[src/rtl/pipe_hazard_ctrl.sv]
// ============================================================================
// pipe_hazard_ctrl
//
// Stall and flush sequencer for a 5-stage pipeline
// (IF/ID, ID/EX, EX/MEM and MEM/WB pipeline registers).
//
// The block handles three hazard sources, in this priority order:
//   1. Multi-cycle data-memory access in MEM. A two-state FSM (IDLE/WAIT)
//      and a latency down-counter freeze the whole pipeline. MEM/WB gets a
//      bubble so the instruction in MEM writes back only once.
//   2. Taken branch resolved in EX. IF/ID and ID/EX are flushed and the PC
//      is redirected.
//   3. Load-use hazard between a load in EX and its consumer in ID. The PC
//      and IF/ID are held and a bubble is inserted into ID/EX.
//
// All control outputs are combinational functions of state, counter and
// inputs, so they take effect in the same cycle. While rst_i is high every
// output takes its default (free-running) value.
//
// Parameters:
//   MEM_LAT : data-memory latency in cycles (1..15). 1 = never stalls.
//   CNT_W   : latency counter width; 2**CNT_W must exceed MEM_LAT.
//
// Optional build macro:
//   PIPE_HAZARD_CTRL_PERF_EN : when defined, builds the 32-bit stall_cnt and
//                              flush_cnt performance counters. When it is
//                              undefined, both outputs are tied to zero and
//                              no counter flops are built.
//
// Ports:
//   clk_i          in   clock, rising edge
//   rst_i          in   asynchronous active-high reset
//   ID_Rs, ID_Rt   in   source register fields of the instruction in ID
//   EX_MemRead     in   instruction in EX is a load
//   EX_Rt          in   destination register of the load in EX
//   EX_BranchTaken in   branch in EX resolved taken
//   MEM_MemRead    in   instruction in MEM reads data memory
//   MEM_MemWrite   in   instruction in MEM writes data memory
//   PC_Write       out  PC updates this cycle
//   IF_ID_Write    out  IF/ID loads
//   IF_ID_Flush    out  IF/ID loads a NOP
//   ID_EX_Write    out  ID/EX loads
//   ID_EX_Flush    out  ID/EX loads zeroed control
//   EX_MEM_Write   out  EX/MEM loads
//   MEM_WB_Bubble  out  MEM/WB loads RegWrite=0, MemtoReg=0
//   mem_busy       out  FSM is in WAIT
//   stall_cnt      out  stall-cycle performance counter
//   flush_cnt      out  branch-flush performance counter
// ============================================================================
module pipe_hazard_ctrl #(
    parameter int MEM_LAT = 2,
    parameter int CNT_W   = 4
) (
    input  logic        clk_i,
    input  logic        rst_i,
    input  logic [4:0]  ID_Rs,
    input  logic [4:0]  ID_Rt,
    input  logic        EX_MemRead,
    input  logic [4:0]  EX_Rt,
    input  logic        EX_BranchTaken,
    input  logic        MEM_MemRead,
    input  logic        MEM_MemWrite,
    output logic        PC_Write,
    output logic        IF_ID_Write,
    output logic        IF_ID_Flush,
    output logic        ID_EX_Write,
    output logic        ID_EX_Flush,
    output logic        EX_MEM_Write,
    output logic        MEM_WB_Bubble,
    output logic        mem_busy,
    output logic [31:0] stall_cnt,
    output logic [31:0] flush_cnt
);

    typedef enum logic {
        ST_IDLE = 1'b0,
        ST_WAIT = 1'b1
    } state_t;

    // The cycle an access enters MEM is its first latency cycle, so WAIT
    // only needs to cover the remaining MEM_LAT-1 cycles.
    localparam logic [CNT_W-1:0] LP_CNT_LOAD = CNT_W'(MEM_LAT - 1);
    localparam bit               LP_MULTI    = (MEM_LAT > 1);
    localparam logic [CNT_W-1:0] LP_CNT_ONE  = CNT_W'(1);

    state_t           r_state;
    state_t           w_state_next;
    logic [CNT_W-1:0] r_cnt;
    logic [CNT_W-1:0] w_cnt_next;

    logic w_mem_req;
    logic w_mem_stall;
    logic w_load_use;
    logic w_load_use_stall;   // load-use that actually wins priority
    logic w_branch_flush;     // branch that actually wins priority

    // ------------------------------------------------------------------
    // Hazard detection
    // ------------------------------------------------------------------
    assign w_mem_req = MEM_MemRead | MEM_MemWrite;

    // The last WAIT cycle (cnt==1) does not stall. The access completes on
    // that edge, and the instruction leaves MEM.
    assign w_mem_stall = ((r_state == ST_IDLE) && w_mem_req && LP_MULTI) ||
                         ((r_state == ST_WAIT) && (r_cnt > LP_CNT_ONE));

    // $0 is hard-wired to zero, so a load targeting it can never feed data.
    assign w_load_use = EX_MemRead && (EX_Rt != 5'd0) &&
                        ((EX_Rt == ID_Rs) || (EX_Rt == ID_Rt));

    assign w_branch_flush   = !rst_i && !w_mem_stall && EX_BranchTaken;
    assign w_load_use_stall = !rst_i && !w_mem_stall && !EX_BranchTaken &&
                              w_load_use;

    // ------------------------------------------------------------------
    // Memory-wait FSM: next state
    // ------------------------------------------------------------------
    always_comb begin
        w_state_next = r_state;
        w_cnt_next   = r_cnt;
        case (r_state)
            ST_IDLE: begin
                if (w_mem_req && LP_MULTI) begin
                    w_state_next = ST_WAIT;
                    w_cnt_next   = LP_CNT_LOAD;
                end
            end
            ST_WAIT: begin
                if (r_cnt > LP_CNT_ONE) begin
                    w_cnt_next = r_cnt - LP_CNT_ONE;
                end else begin
                    // Release cycle. A following memory instruction reaches
                    // MEM at this edge and re-arms WAIT from IDLE on the
                    // next cycle with no extra gap.
                    w_state_next = ST_IDLE;
                    w_cnt_next   = '0;
                end
            end
            default: begin
                w_state_next = ST_IDLE;
                w_cnt_next   = '0;
            end
        endcase
    end

    // ------------------------------------------------------------------
    // Memory-wait FSM: state register
    // ------------------------------------------------------------------
    always_ff @(posedge clk_i or posedge rst_i) begin
        if (rst_i) begin
            r_state <= ST_IDLE;
            r_cnt   <= '0;
        end else begin
            r_state <= w_state_next;
            r_cnt   <= w_cnt_next;
        end
    end

    // ------------------------------------------------------------------
    // Pipeline control outputs
    // ------------------------------------------------------------------
    always_comb begin
        PC_Write      = 1'b1;
        IF_ID_Write   = 1'b1;
        IF_ID_Flush   = 1'b0;
        ID_EX_Write   = 1'b1;
        ID_EX_Flush   = 1'b0;
        EX_MEM_Write  = 1'b1;
        MEM_WB_Bubble = 1'b0;

        // During reset the state register may still be settling, and the
        // inputs may carry garbage. Gating here keeps every output at its
        // default value.
        if (!rst_i) begin
            if (w_mem_stall) begin
                // Whole pipeline frozen. Branch and load-use handling waits
                // until their stages can move again.
                PC_Write      = 1'b0;
                IF_ID_Write   = 1'b0;
                ID_EX_Write   = 1'b0;
                EX_MEM_Write  = 1'b0;
                MEM_WB_Bubble = 1'b1;
            end else if (EX_BranchTaken) begin
                // The ID instruction is squashed, so load-use is irrelevant.
                IF_ID_Flush = 1'b1;
                ID_EX_Flush = 1'b1;
                PC_Write    = 1'b1;
            end else if (w_load_use) begin
                PC_Write    = 1'b0;
                IF_ID_Write = 1'b0;
                ID_EX_Flush = 1'b1;
            end
        end
    end

    assign mem_busy = !rst_i && (r_state == ST_WAIT);

    // ------------------------------------------------------------------
    // Optional performance counters
    // ------------------------------------------------------------------
`ifdef PIPE_HAZARD_CTRL_PERF_EN
    logic [31:0] r_stall_cnt;
    logic [31:0] r_flush_cnt;
    logic        w_stall_evt;

    assign w_stall_evt = (!rst_i && w_mem_stall) || w_load_use_stall;

    always_ff @(posedge clk_i or posedge rst_i) begin
        if (rst_i) begin
            r_stall_cnt <= 32'd0;
            r_flush_cnt <= 32'd0;
        end else begin
            if (w_stall_evt) begin
                r_stall_cnt <= r_stall_cnt + 32'd1;
            end
            if (w_branch_flush) begin
                r_flush_cnt <= r_flush_cnt + 32'd1;
            end
        end
    end

    assign stall_cnt = r_stall_cnt;
    assign flush_cnt = r_flush_cnt;
`else
    // The priority terms are only consumed by the counters.
    logic w_unused_evt;
    assign w_unused_evt = w_load_use_stall ^ w_branch_flush;

    assign stall_cnt = 32'd0;
    assign flush_cnt = 32'd0;
`endif

endmodule
[config.mk]
export PLATFORM = sky130hd
export DESIGN_NAME = pipe_hazard_ctrl
export DESIGN_NICKNAME = d
export VERILOG_FILES = /design/src/rtl/pipe_hazard_ctrl.sv
export SDC_FILE = /design/constraint.sdc
export NUM_CORES = 1
export LEC_CHECK = 0
export ABC_AREA = 1
export CORE_MARGIN = 2
export CORE_UTILIZATION = 34
export CTS_CLUSTER_DIAMETER = 200
export CTS_CLUSTER_SIZE = 40
export DETAILED_ROUTE_END_ITERATION = 10
export MAX_ROUTING_LAYER = met4
export PLACE_DENSITY_LB_ADDON = 0.05
export SYNTH_ARGS = -nofsm -noshare
export SYNTH_HDL_FRONTEND = slang
export SYNTH_SLANG_ARGS = --single-unit
[constraint.sdc]
create_clock -name clk_i -period 3.7 [get_ports clk_i]
set_input_delay 1.11 -clock clk_i [delete_from_list [all_inputs] [get_ports clk_i]]
set_output_delay 1.11 -clock clk_i [all_outputs]
set_load 0.02 [all_outputs]
# Yosys cells after proc, flatten, opt, wreduce, memory -nomap -nowiden
# Cells that the tools add are included.
# classes
addsub	1
multipliers	0
n_div	0
order_cmp	1
n_eq_ne	3
shifts	0
n_mux	21
bitwise_logic	2
reduce_logical	9
# op_table
operator	n
1-bit two-way mux	17
5-bit equality test	2
4-bit two-way mux	2
4-bit case mux with 2 select lines	1
1-bit logical AND	5
5-bit nonzero test	1
4-bit by 1-bit > comparator with 1-bit output, second input constant	1
4-bit by 1-bit subtractor with 4-bit output, second input constant	1
1-bit logical OR	2
2-bit != test, second input constant	1
1-bit case mux with 2 select lines	1
1-bit logical NOT	1
1-bit inverter	1
1-bit bitwise OR	1
# word_totals
register_bits	5
latchBits	0
mem_bits_rw	0
mem_bits_ro	0
input_bits	21
wordCells	39
mem_count	0

# Longest topological paths before layout
# Gate-level depths: netlist (run 1).
# logic_depth
depth_word	7
mapped_depth	11

# Worst setup path before layout (run 1)
# No wires, ideal clock.
# synth_timing
path_kind	input to output
start	input port MEM_MemWrite
end	output port PC_Write
arrival_time_ns	1.995
t_required_ns	2.590
path_slack_ns	0.595
cell_stages	10
path_buffers	1
cell_sequence	nor2_1 -> inv_1 -> nand2_1 -> nand2_4 -> inv_4 -> nand2_1 -> nand2_1 -> inv_1 -> nand2_1 -> buf_4
# synth_between
elab_chain_len	5
# synth_lines
item	line_no	rtl
from (decl)	62	input logic MEM_MemWrite,
1-bit bitwise OR	100	assign w_mem_req = MEM_MemRead | MEM_MemWrite;
1-bit logical AND	104	assign w_mem_stall = ((r_state == ST_IDLE) && w_mem_req && LP_MULTI) ||
1-bit logical OR	104	
1-bit two-way mux (2 in a row)	--	
to (decl)	63	output logic PC_Write,
# No other way between the ends.

# Final worst setup path (run 1)
# layout_timing
start	input port MEM_MemWrite
end	output port IF_ID_Flush
# layout_between
elab_chain_len	5
# layout_lines
item	line_no	rtl
1-bit bitwise OR	100	
1-bit logical AND	104	
1-bit logical OR	104	
1-bit two-way mux	175	if (w_mem_stall) begin
1-bit two-way mux	174	if (!rst_i) begin
to (decl)	65	output logic IF_ID_Flush,
# No other way between the ends.

==> impl_metrics.toml, run 1 <==
[outcome]
status = "finished, final reports clean"

[clocking]
cts_buffers = 3
cts_max_level = 1
clk_path_buf_depth = 2
insertion_delay_ps = 240
cts_tree = "yes"
clock_sinks = 5
cts-root-buf = "clkbuf_4"
path_clk_slew_ps = 50
post-cts-setup-buffers = 0

[die]
io_pins = 93
fp.dieW_um = 59.3
fp-row-count = 20
die_area_um2 = 3520
start_util = 0.350
chipHeight_um = 59.3
core-area_um2 = 2980

[critical_path]
worstPathArrival_ps = 2480
critPathTopFamily = "buffers and inverters"
slowest_stage = "clkdlybuf4s50_1"
cp_max_fo = 3
critPathKind = "in -> out"
slowest_delay_ps = 400
critPathLaunchType = "input pin"
path_buf_inv = 4
worstPathCellList = "clkdlybuf4s50_1 -> nor2_1 -> inv_1 -> nand2_1 -> nand2_4 -> nor2_2 -> nand2_1 -> inv_1 -> dlygate4sd2_1"
required_ps = 2590
crit_path_end_kind = "output pin"

[global_routing]
grt_pass1_vias = 551
grt_overflow_total = 0
antenna_found_initial = 0
grtUsageTotal = 0.0884
grt_start_max_net_pins = 6
grt_pass1_wl_um = 2370

[synthesis]
ys_ff_latch = 5
yosysTopAreaCell = "buf_4"
synth_fa_ha_area_frac = 0.0240
syn_inst = 160
yosysMostFrequentCell = "buf_4"
synth_mux_area_frac = 0
synthArstFlopShare = 1.00
synth_top_area_share = 0.476
synth_cell_types = 19
synth_area_leaders = "buf_4, dfrtp_1, nand2_1"
yosysSeqAreaShare = 0.120
synth-edff-count = 0
ys.flop_type = "dfrtp_1"
synth_top_family_by_area = "buffers and inverters"
synth_xor_area_frac = 0.0337
synth_warnings = 0
syn_avg_cell_area_um2 = 6.51
yosys.area_share.simple = 0.214
synth_common_cells = "buf_4, nand2_1, inv_1"
synth_compound_area_frac = 0.0397
synth_area_um2 = 1040

[drt]
final_antenna_net_count = 0
dr.pass1.iters = 4
routedWlPerCell_um = 7.52
dr_wl_met3_um = 173
drt-initial-drc-count = 19
route.vias.total = 789
drcViolationCount = 0
met2_length_um = 857
via_per_inst = 3.52
drt-total-wl_um = 1680
m1WireLength_um = 653
dr.max_layer_used = "met3"

[worst_hold_path]
hold_class = "reg -> reg"

[placed_design]
port_buffers = 28
gp_congestion = 0.783
dpl_cell_area_um2 = 1120
post-dp-hpwl_um = 1550

[final_layout]
post-route-util = 0.378
final_nets = 215
area_growth_pct = 8.05
fill_cells = 321
num_antenna_cells = 0
design_area_um2 = 1120
layout-drive-gt1-share = 0.0838

[sta]
final_max_slew_viol_count = 0
hold_viol_final = 0
setup_viol = 0
tns_ps = 0
fmax_mhz = 278
period_needed_ps = 3590
skew_ps = 1.82
rsz0062_at_grt = "no"
finalCritPeriodShare = 0.971

[power_and_ir_drop]
power_mw = 0.539
p_leak_nw = 0.698
vdd_ir_drop_max_v = 0.000131
power.density_nw_per_um2 = 479

[run]
cap_viol_max_count = 0
==> final cells by class <==
cell class,instances,area (um2),share of cell area
clock buffers,4,26.3,0.0234
inverters,24,92.6,0.0823
multi-input cells,128,564,0.502
flip-flops and latches,5,125,0.111
well taps,33,41.3,0.0367
repair buffers,30,275,0.245
==> logic make-up after synthesis <==
group	after synthesis
AOI/OAI and AO/OA	7
and+or+nand+nor	51
adders and majority gates	2
xor gates and xnor gates	4
other	1
buffers and inverters	90
DFF	5
==> cells in the final DEF, fill, tap and decap left out, types with 3 or more instances in the layout <==
cell             instances
conb_1                  64
xnor2_1                  3
clkbuf_2                 3
nand2_1                 32
dlygate4sd2_1            4
o21ai_0                  4
dfrtp_1                  5
nor2_2                   3
nand3_1                  4
clkdlybuf4s50_1         21
clkbuf_4                 3
inv_1                   22
nor2_1                   8
==> registers in the layout (all words and copies together) (netlist names) <==
name	cells
r_cnt	4
r_state	1
==> worst reg2reg max path: stages, from the launching register on <==
cell	delay, ps
dfrtp_1	390
inv_1	60
ha_1	230
o21ai_2	180
nand2_4	90
o21ai_0	150
==> where the power goes <==
group / total, mW / switching, mW / internal [mW] / leakage, nW
Sequential: 0.107 / 0.0255 / 0.0813 / 0.0636
Clock: 0.0638 / 0.0230 / 0.0408 / 0.0150
Combinational: 0.369 / 0.239 / 0.130 / 0.619
==> timing repair <==
action / in CTS / in global routing
endpoints found under the setup margin: 7 / 3
resized for setup: 8 / 5
hold buffers: 0 / 0
==> final timing paths <==
check                              end  slack [ps]          from  depth (start not counted)
setup / recovery           IF_ID_Flush         110  MEM_MemWrite                          9
hold / removal                r_cnt[0]         550      r_cnt[0]                          1
setup reg to reg              r_cnt[0]        2510      r_cnt[0]                          5
hold reg to reg               r_cnt[0]         550      r_cnt[0]                          1
max in group asynchronous      r_state        2310         rst_i                          3
min in group asynchronous     r_cnt[1]        1280         rst_i                          3
==> routing by layer <==
| layer | GRT usage | vias to the layer above |
|---|---|---|
| li1 | - | 404 |
| met1 | 0.106 | 330 |
| met2 | 0.159 | 55 |
| met3 | 0.00873 | 0 |
| met4 | 0.0195 | 0 |
| met5 | - | - |
==> metrics by stage <==
step           hold slack [ps]  worst slack [ps]  instances
2_1_floorplan              501               595        223
3_3_place_gp               545              -226        220
3_5_place_dp               553              -248        220
4_1_cts                    558             -3.44        224
5_1_grt                    602              14.8        224
6_report                   549               107        224
Power figures use the tool's default switching activity.
==> run 2: changes to the inputs <==
--- a/config.mk
+++ b/config.mk
@@ -7,12 +7,11 @@
 export LEC_CHECK = 0
 export ABC_AREA = 1
 export CORE_MARGIN = 2
-export CORE_UTILIZATION = 34
+export CORE_UTILIZATION = 32
 export CTS_CLUSTER_DIAMETER = 200
 export CTS_CLUSTER_SIZE = 40
 export DETAILED_ROUTE_END_ITERATION = 10
-export MAX_ROUTING_LAYER = met4
-export PLACE_DENSITY_LB_ADDON = 0.05
+export PLACE_DENSITY = 0.8
 export SYNTH_ARGS = -nofsm -noshare
 export SYNTH_HDL_FRONTEND = slang
 export SYNTH_SLANG_ARGS = --single-unit
==> constraint.sdc (replaced) <==
create_clock -name clk_i -period 3.86 [get_ports clk_i]
set_input_delay 1.158 -clock clk_i [delete_from_list [all_inputs] [get_ports clk_i]]
set_output_delay 1.158 -clock clk_i [all_outputs]
set_load 0.02 [all_outputs]
==> impl_metrics.toml, run 2 (synthesis gave the netlist of run 1 again) <==
[outcome]
status = "finished, final reports clean"

[sta]
rsz0062_at_grt = "no"
fmax_mhz = 269
skew_ps = 5.14
final_max_slew_viol_count = 0
setup_viol = 0
worst_slack_ps = 139
period_needed_ps = 3720
whs_ps = 576
finalCritPeriodShare = 0.964
hold_viol_final = 0

[die]
fp.dieW_um = 61.0
start_util = 0.338
core-area_um2 = 3080
fp-row-count = 20
die_area_um2 = 3730
io_pins = 93
chipHeight_um = 61.0

[final_layout]
final-seq-area_um2 = 125
area_growth_pct = 11.3
fill_cells = 322
multi_input_area_um2 = 564
largestRegisters = "r_cnt x4, r_state x1"
num_antenna_cells = 0
layout-drive-gt1-share = 0.0881
final_cells = 237
layout_common_cells = "conb_1, nand2_1, inv_1"
design_area_um2 = 1160
final_nets = 217
largest_register_ffs = 4
regMostFlops = "r_cnt"
final_common_cell = "conb_1"

[placed_design]
gp_congestion = 0.847
post-dp-hpwl_um = 1530
port_buffers = 28
pre_cts_slack_ps = -164
place_inst = 233
dpl_cell_area_um2 = 1150

[critical_path]
crit_path_end_kind = "output pin"
critPathKind = "in -> out"
path_buf_inv = 3
critPathTopFamily = "buffers and inverters"
slowest_delay_ps = 570
critPathLaunchType = "input pin"
slowest_stage = "clkdlybuf4s50_1"
cpMostUsedCell = "nand2_1"
cp_max_fo = 4
required_ps = 2700
worstPathArrival_ps = 2560
worstPathCellList = "clkdlybuf4s50_1 -> inv_2 -> nand2_1 -> nand2_1 -> nor2_1 -> nand3_1 -> nand2_1 -> nand3_1 -> nand2_1 -> clkdlybuf4s15_1"

[global_routing]
grtUsageTotal = 0.0882
antenna_found_initial = 0
grt_pass1_vias = 603
grt_overflow_total = 0
grt_pass1_wl_um = 2410
grt_start_max_net_pins = 6

[power_and_ir_drop]
power_mw = 0.525
vdd_ir_drop_max_v = 0.000118
p_leak_nw = 0.707
power.density_nw_per_um2 = 453

[drt]
drt-total-wl_um = 1660
via_per_inst = 3.32
dr.pass1.iters = 4
drt-initial-drc-count = 31
routedWlPerCell_um = 7.01
final_antenna_net_count = 0
drcViolationCount = 0
route.vias.total = 786

[clocking]
cts_tree = "yes"
cts_resized = 7
cts-root-buf = "clkbuf_4"
cts_max_level = 1
clk_path_buf_depth = 2
clock_sinks = 5
ctsHoldBuffers = 0
cts_buffers = 3
post-cts-setup-buffers = 0
path_clk_slew_ps = 40
insertion_delay_ps = 250

[worst_hold_path]
hold_class = "reg -> reg"

[run]
cap_viol_max_count = 0
-- run 2: path summary, 6_finish.rpt --
check                               from          end  slack, ps  cells after the start
worst max-delay path            EX_Rt[4]  ID_EX_Flush        140                     10
worst min-delay path            r_cnt[0]     r_cnt[0]        580                      1
max in group asynchronous          rst_i     r_cnt[3]       2410                      3
worst min register to register  r_cnt[0]     r_cnt[0]        580                      1
min in group asynchronous          rst_i     r_cnt[1]       1330                      3
worst max register to register  r_cnt[0]     r_cnt[0]       2650                      5
-- run 2: worst reg2reg max path, delay by kind of cell, from the launching register on --
| kind | cells | cell delay (ps) |
|---|---|---|
| compound gates | 2 | 330 |
| fa+ha+maj | 1 | 230 |
| buf+inv | 1 | 70 |
| flops | 1 | 420 |
| simple gates | 1 | 90 |
-- run 2: metal layers --
metal	share of wire	track usage	vias up
li1	-	-	414
met1	0.34	0.0865	316
met2	0.54	0.161	52
met3	0.10	0.0189	4
met4	0.020	0.0652	0
met5	0	0	-
-- run 2: where the power goes --
group          internal, mW  leakage (nW)  switching, mW
Sequential           0.0780        0.0636         0.0260
Clock                0.0391        0.0150         0.0218
Combinational         0.127         0.629          0.233
-- run 2: layout make-up --
cell class | count | area share
well taps | 44 | 0.0475
multi-input cells | 128 | 0.487
clock buffers | 4 | 0.0227
repair buffers | 32 | 0.255
flip-flops and latches | 5 | 0.108
inverters | 24 | 0.0799
-- run 2: per-stage QoR --
step	TNS, ps	utilization
after CTS	0	0.378
after detailed placement	-579	0.373
after floorplan	0	-
after global placement	-540	0.373
final	0	0.376
after global routing	0	0.376
==> run 3: changes to the inputs <==
--- a/config.mk
+++ b/config.mk
@@ -11,6 +11,7 @@
 export CTS_CLUSTER_DIAMETER = 200
 export CTS_CLUSTER_SIZE = 40
 export DETAILED_ROUTE_END_ITERATION = 10
+export HOLD_SLACK_MARGIN = 0.08
 export PLACE_DENSITY = 0.8
 export SYNTH_ARGS = -nofsm -noshare
 export SYNTH_HDL_FRONTEND = slang
==> results of run 3 <==
Same layout as run 2: the final DEF is identical, and so are final timing and power.
==> patch 1, RTL diff (flow settings as in run 2) <==
The parameter `CNT_W` goes from 4 to 5.
--- a/src/rtl/pipe_hazard_ctrl.sv
+++ b/src/rtl/pipe_hazard_ctrl.sv
@@ -49,7 +49,7 @@
 // ============================================================================
 module pipe_hazard_ctrl #(
     parameter int MEM_LAT = 2,
-    parameter int CNT_W   = 4
+    parameter int CNT_W   = 5
 ) (
     input  logic        clk_i,
     input  logic        rst_i,
Function: same outputs for any inputs over 10 cycles, from zero or initial values and one cycle with rst_i high; that may be too few to reach the edited logic, so the function may still have changed.
==> patch 1 against run 2 <==
Sequential cell count up 1. Routed wire length up 6.9%. Area after synthesis up 7.1%. Setup slack worse by 43 ps. Design area up 6.9%. Power up 4.2%. Critical path depth down 4. Core utilization down 0.52 points. Critical path type unchanged. Largest cell class unchanged. Largest power group unchanged.
==> patch 1: results (changes against run 2) <==
status finished clean; post-synthesis compound-gate area fraction 0.0460 (+0.00635); met1 Use GR 0.0767 (-0.00984); R2R depth 7 (+2); layout cells sized above 1 0.132 (+0.0439); R2R Path Start r_cnt[1]; Post-synth top cells buf_4 (66), nand2_1 (28), inv_1 (16); via/cell ratio 3.38 (+2.0%); met3 Track Usage GR 0.0306 (+0.0117); # nets final 222 (+2.3%); leakage power 0.755 nW (+6.7%); max incr delay on CP 540 ps (-30 ps); Initial DRC Count 38 (+23%); CTS resizes 4 (-3); Post-Synth XOR/XNOR Area 0.0393 (+0.00563); WL met3 179 µm (+6.5%); CP arrival 2610 ps (+50 ps); gpl congestion 0.672 (-21%); register area share after synthesis 0.135 (+0.0145); first-pass GRT wire length 2.67 mm (+11%); VDD IR max 0.129 mV (+9.5%); hold_sp r_cnt[4]; Total GRT Usage 0.0856 (-0.00264); biggest regs r_cnt x5, r_state x1; CP startpoint MEM_MemRead; dpl hpwl 1.60 mm (+4.1%); Setup Skew 1.66 ps (-3.47 ps); vias in the first global route 678 (+12%); pre-CTS WS -188 ps (-24.0 ps)
[patch 1: worst paths after layout]
| path | to | slack, ps |
|---|---|---|
| setup / recovery | EX_MEM_Write | 100 |
| hold / removal | r_cnt[4] | 570 |
| setup reg to reg | r_state | 2770 |
| hold reg to reg | r_cnt[4] | 570 |
| max in group asynchronous | r_cnt[1] | 2390 |
| min in group asynchronous | r_cnt[4] | 1360 |
[patch 1: final cells by class]
cell class | count | share of cell area
inverter | 25 | 0.0758
tap | 46 | 0.0465
timing repair buffer | 31 | 0.244
clock buffer | 3 | 0.0182
multi-input combinational | 132 | 0.494
sequential | 6 | 0.121
[patch 1: through the flow]
stage                     cells  area [µm²]
after floorplan             229        1350
after global placement      240        1220
after detailed placement    240        1220
after CTS                   243        1230
after global routing        243        1240
final                       243        1240
[patch 1: power by group]
group | internal [mW] | switching, mW
sequential | 0.0878 | 0.0257
clock | 0.0354 | 0.0261
combinational | 0.138 | 0.234
==> patch 2, RTL diff (settings of run 2) <==
Without the edit above. The option `PIPE_HAZARD_CTRL_PERF_EN` is turned on by a define.
--- a/src/rtl/pipe_hazard_ctrl.sv
+++ b/src/rtl/pipe_hazard_ctrl.sv
@@ -47,6 +47,8 @@
 //   stall_cnt      out  stall-cycle performance counter
 //   flush_cnt      out  branch-flush performance counter
 // ============================================================================
+`define PIPE_HAZARD_CTRL_PERF_EN
+
 module pipe_hazard_ctrl #(
     parameter int MEM_LAT = 2,
     parameter int CNT_W   = 4
Check against the original RTL: not equivalent (a bounded check fails within 4 cycles, from zero or initial values and one cycle with rst_i high).
==> patch 2 against run 2 <==
Setup slack improved by 4.1 ps. Design area increased to 5.3 times the old value. Power grew to 5.3 times the old value. Sequential cell count grew 64. Core utilization is 4.9 points higher. Routed wire length grew to 7.5 times the old value. Global-route usage rose by 7.7 points. Via count grew to 5.9 times the old value. Critical path depth rose by 1. Synthesized cell count grew to 4.4 times the old value. Area after synthesis rose to 4.5 times the old value. Sequential share of layout area increased by 17 points. Combinational power rose to 2.5 times the old value. Largest cell class unchanged.
==> patch 2: results (changes against run 2) <==
Area Overhead vs Synth 31.4%; Multi-input gate area 0.00258 mm² (+360%); Hold EP flush_cnt[19]; vias in the first global route 4,511 (+650%); count of non-CTS buffers in the layout 101 (+220%); VDD IR max 0.295 mV (+150%); syn avg cell area 6.69 µm² (+2.8%); pre-CTS WS -260 ps (-96.7 ps); gpl congestion 0.930 (+9.8%); dpl hpwl 9.02 mm (+490%); Placed Cells 966 (+310%); hold_sp flush_cnt[19]; Net Switching 0.994 mW (+250%); Yosys Warn Count 0 (unchanged); Clock-cell share 0.0534 (+0.0307); R2R depth 13 (+8); latest clock arrival within the worst-skew pair 340 ps (+90 ps); Power Sequential 0.950 mW (+810%); P_comb 0.916 mW (+150%); Netlist cell types 32 (+13); flops & latches, synth 69 (+64); DRT Wirelength 12.5 mm (+650%); first-pass GRT wire length 21.3 mm (+780%); leading post-synthesis cells by cell area dfrtp_1 (37%), nand2_1 (23%), nor2_1 (6.1%); Post-DP Area 0.00580 mm² (+410%); layout cells sized above 1 0.0752 (-0.0129); Total GRT Usage 0.166 (+0.0773); buffering overhead 0.162 (-0.0929); vias after detailed routing 4,669 (+490%); DRT Pass-1 Iters 5 (+1); CP arrival 2560 ps (about the same); largest net degree at the start of global routing 70 (+64); worst reg-to-reg setup slack 1840 ps (-810 ps); Power Total 2.78 mW (+430%); CTS root buf clkbuf_16; met3 Track Usage GR 0.0408 (+0.0219); Reg2Reg Capture Point stall_cnt[10]; nonclk inv count 69 (+190%); GRT met2 Usage 0.287 (+0.126); Fillers 1,411 (+340%); max layer used met4; Setup Skew 7.28 ps (+2.15 ps); clkbuf count 12 (+8); crit path to IF_ID_Write; Buffers on Ports 92 (+230%); status finished clean; max incr delay on CP 530 ps (-40 ps)
[patch 2: changes by cell type in the layout (fill, tap and decap cells not counted), moves of 8 or more]
cell             before  now
clkbuf_16             0    9
clkdlybuf4s50_1      21   84
conb_1               64    0
dfrtp_1               5   69
inv_1                22   57
inv_2                 1    9
nand2_1              32  287
nand3_1               4   55
nand3b_1              0   15
nor2_1                8   76
nor3_1                1   22
xor2_1                1   27
[patch 2: cell families (layout without fill, tap and decap cells)]
logic type / Yosys count / count (layout) / synth area share
muxes: 1 / 1 / 0.00215
buffers and inverters: 84 / 186 / 0.0768
and+or+nand+nor: 486 / 486 / 0.454
adders and majority gates: 4 / 4 / 0.0107
AOI/OAI and AO/OA: 17 / 17 / 0.0193
DFF: 69 / 69 / 0.371
xor gates and xnor gates: 35 / 35 / 0.0658
[patch 2: timing repair]
item,4_1_cts,5_1_grt
gates resized for setup,7,7
endpoints found under the hold margin,0,0
endpoints found under the setup margin,4,6
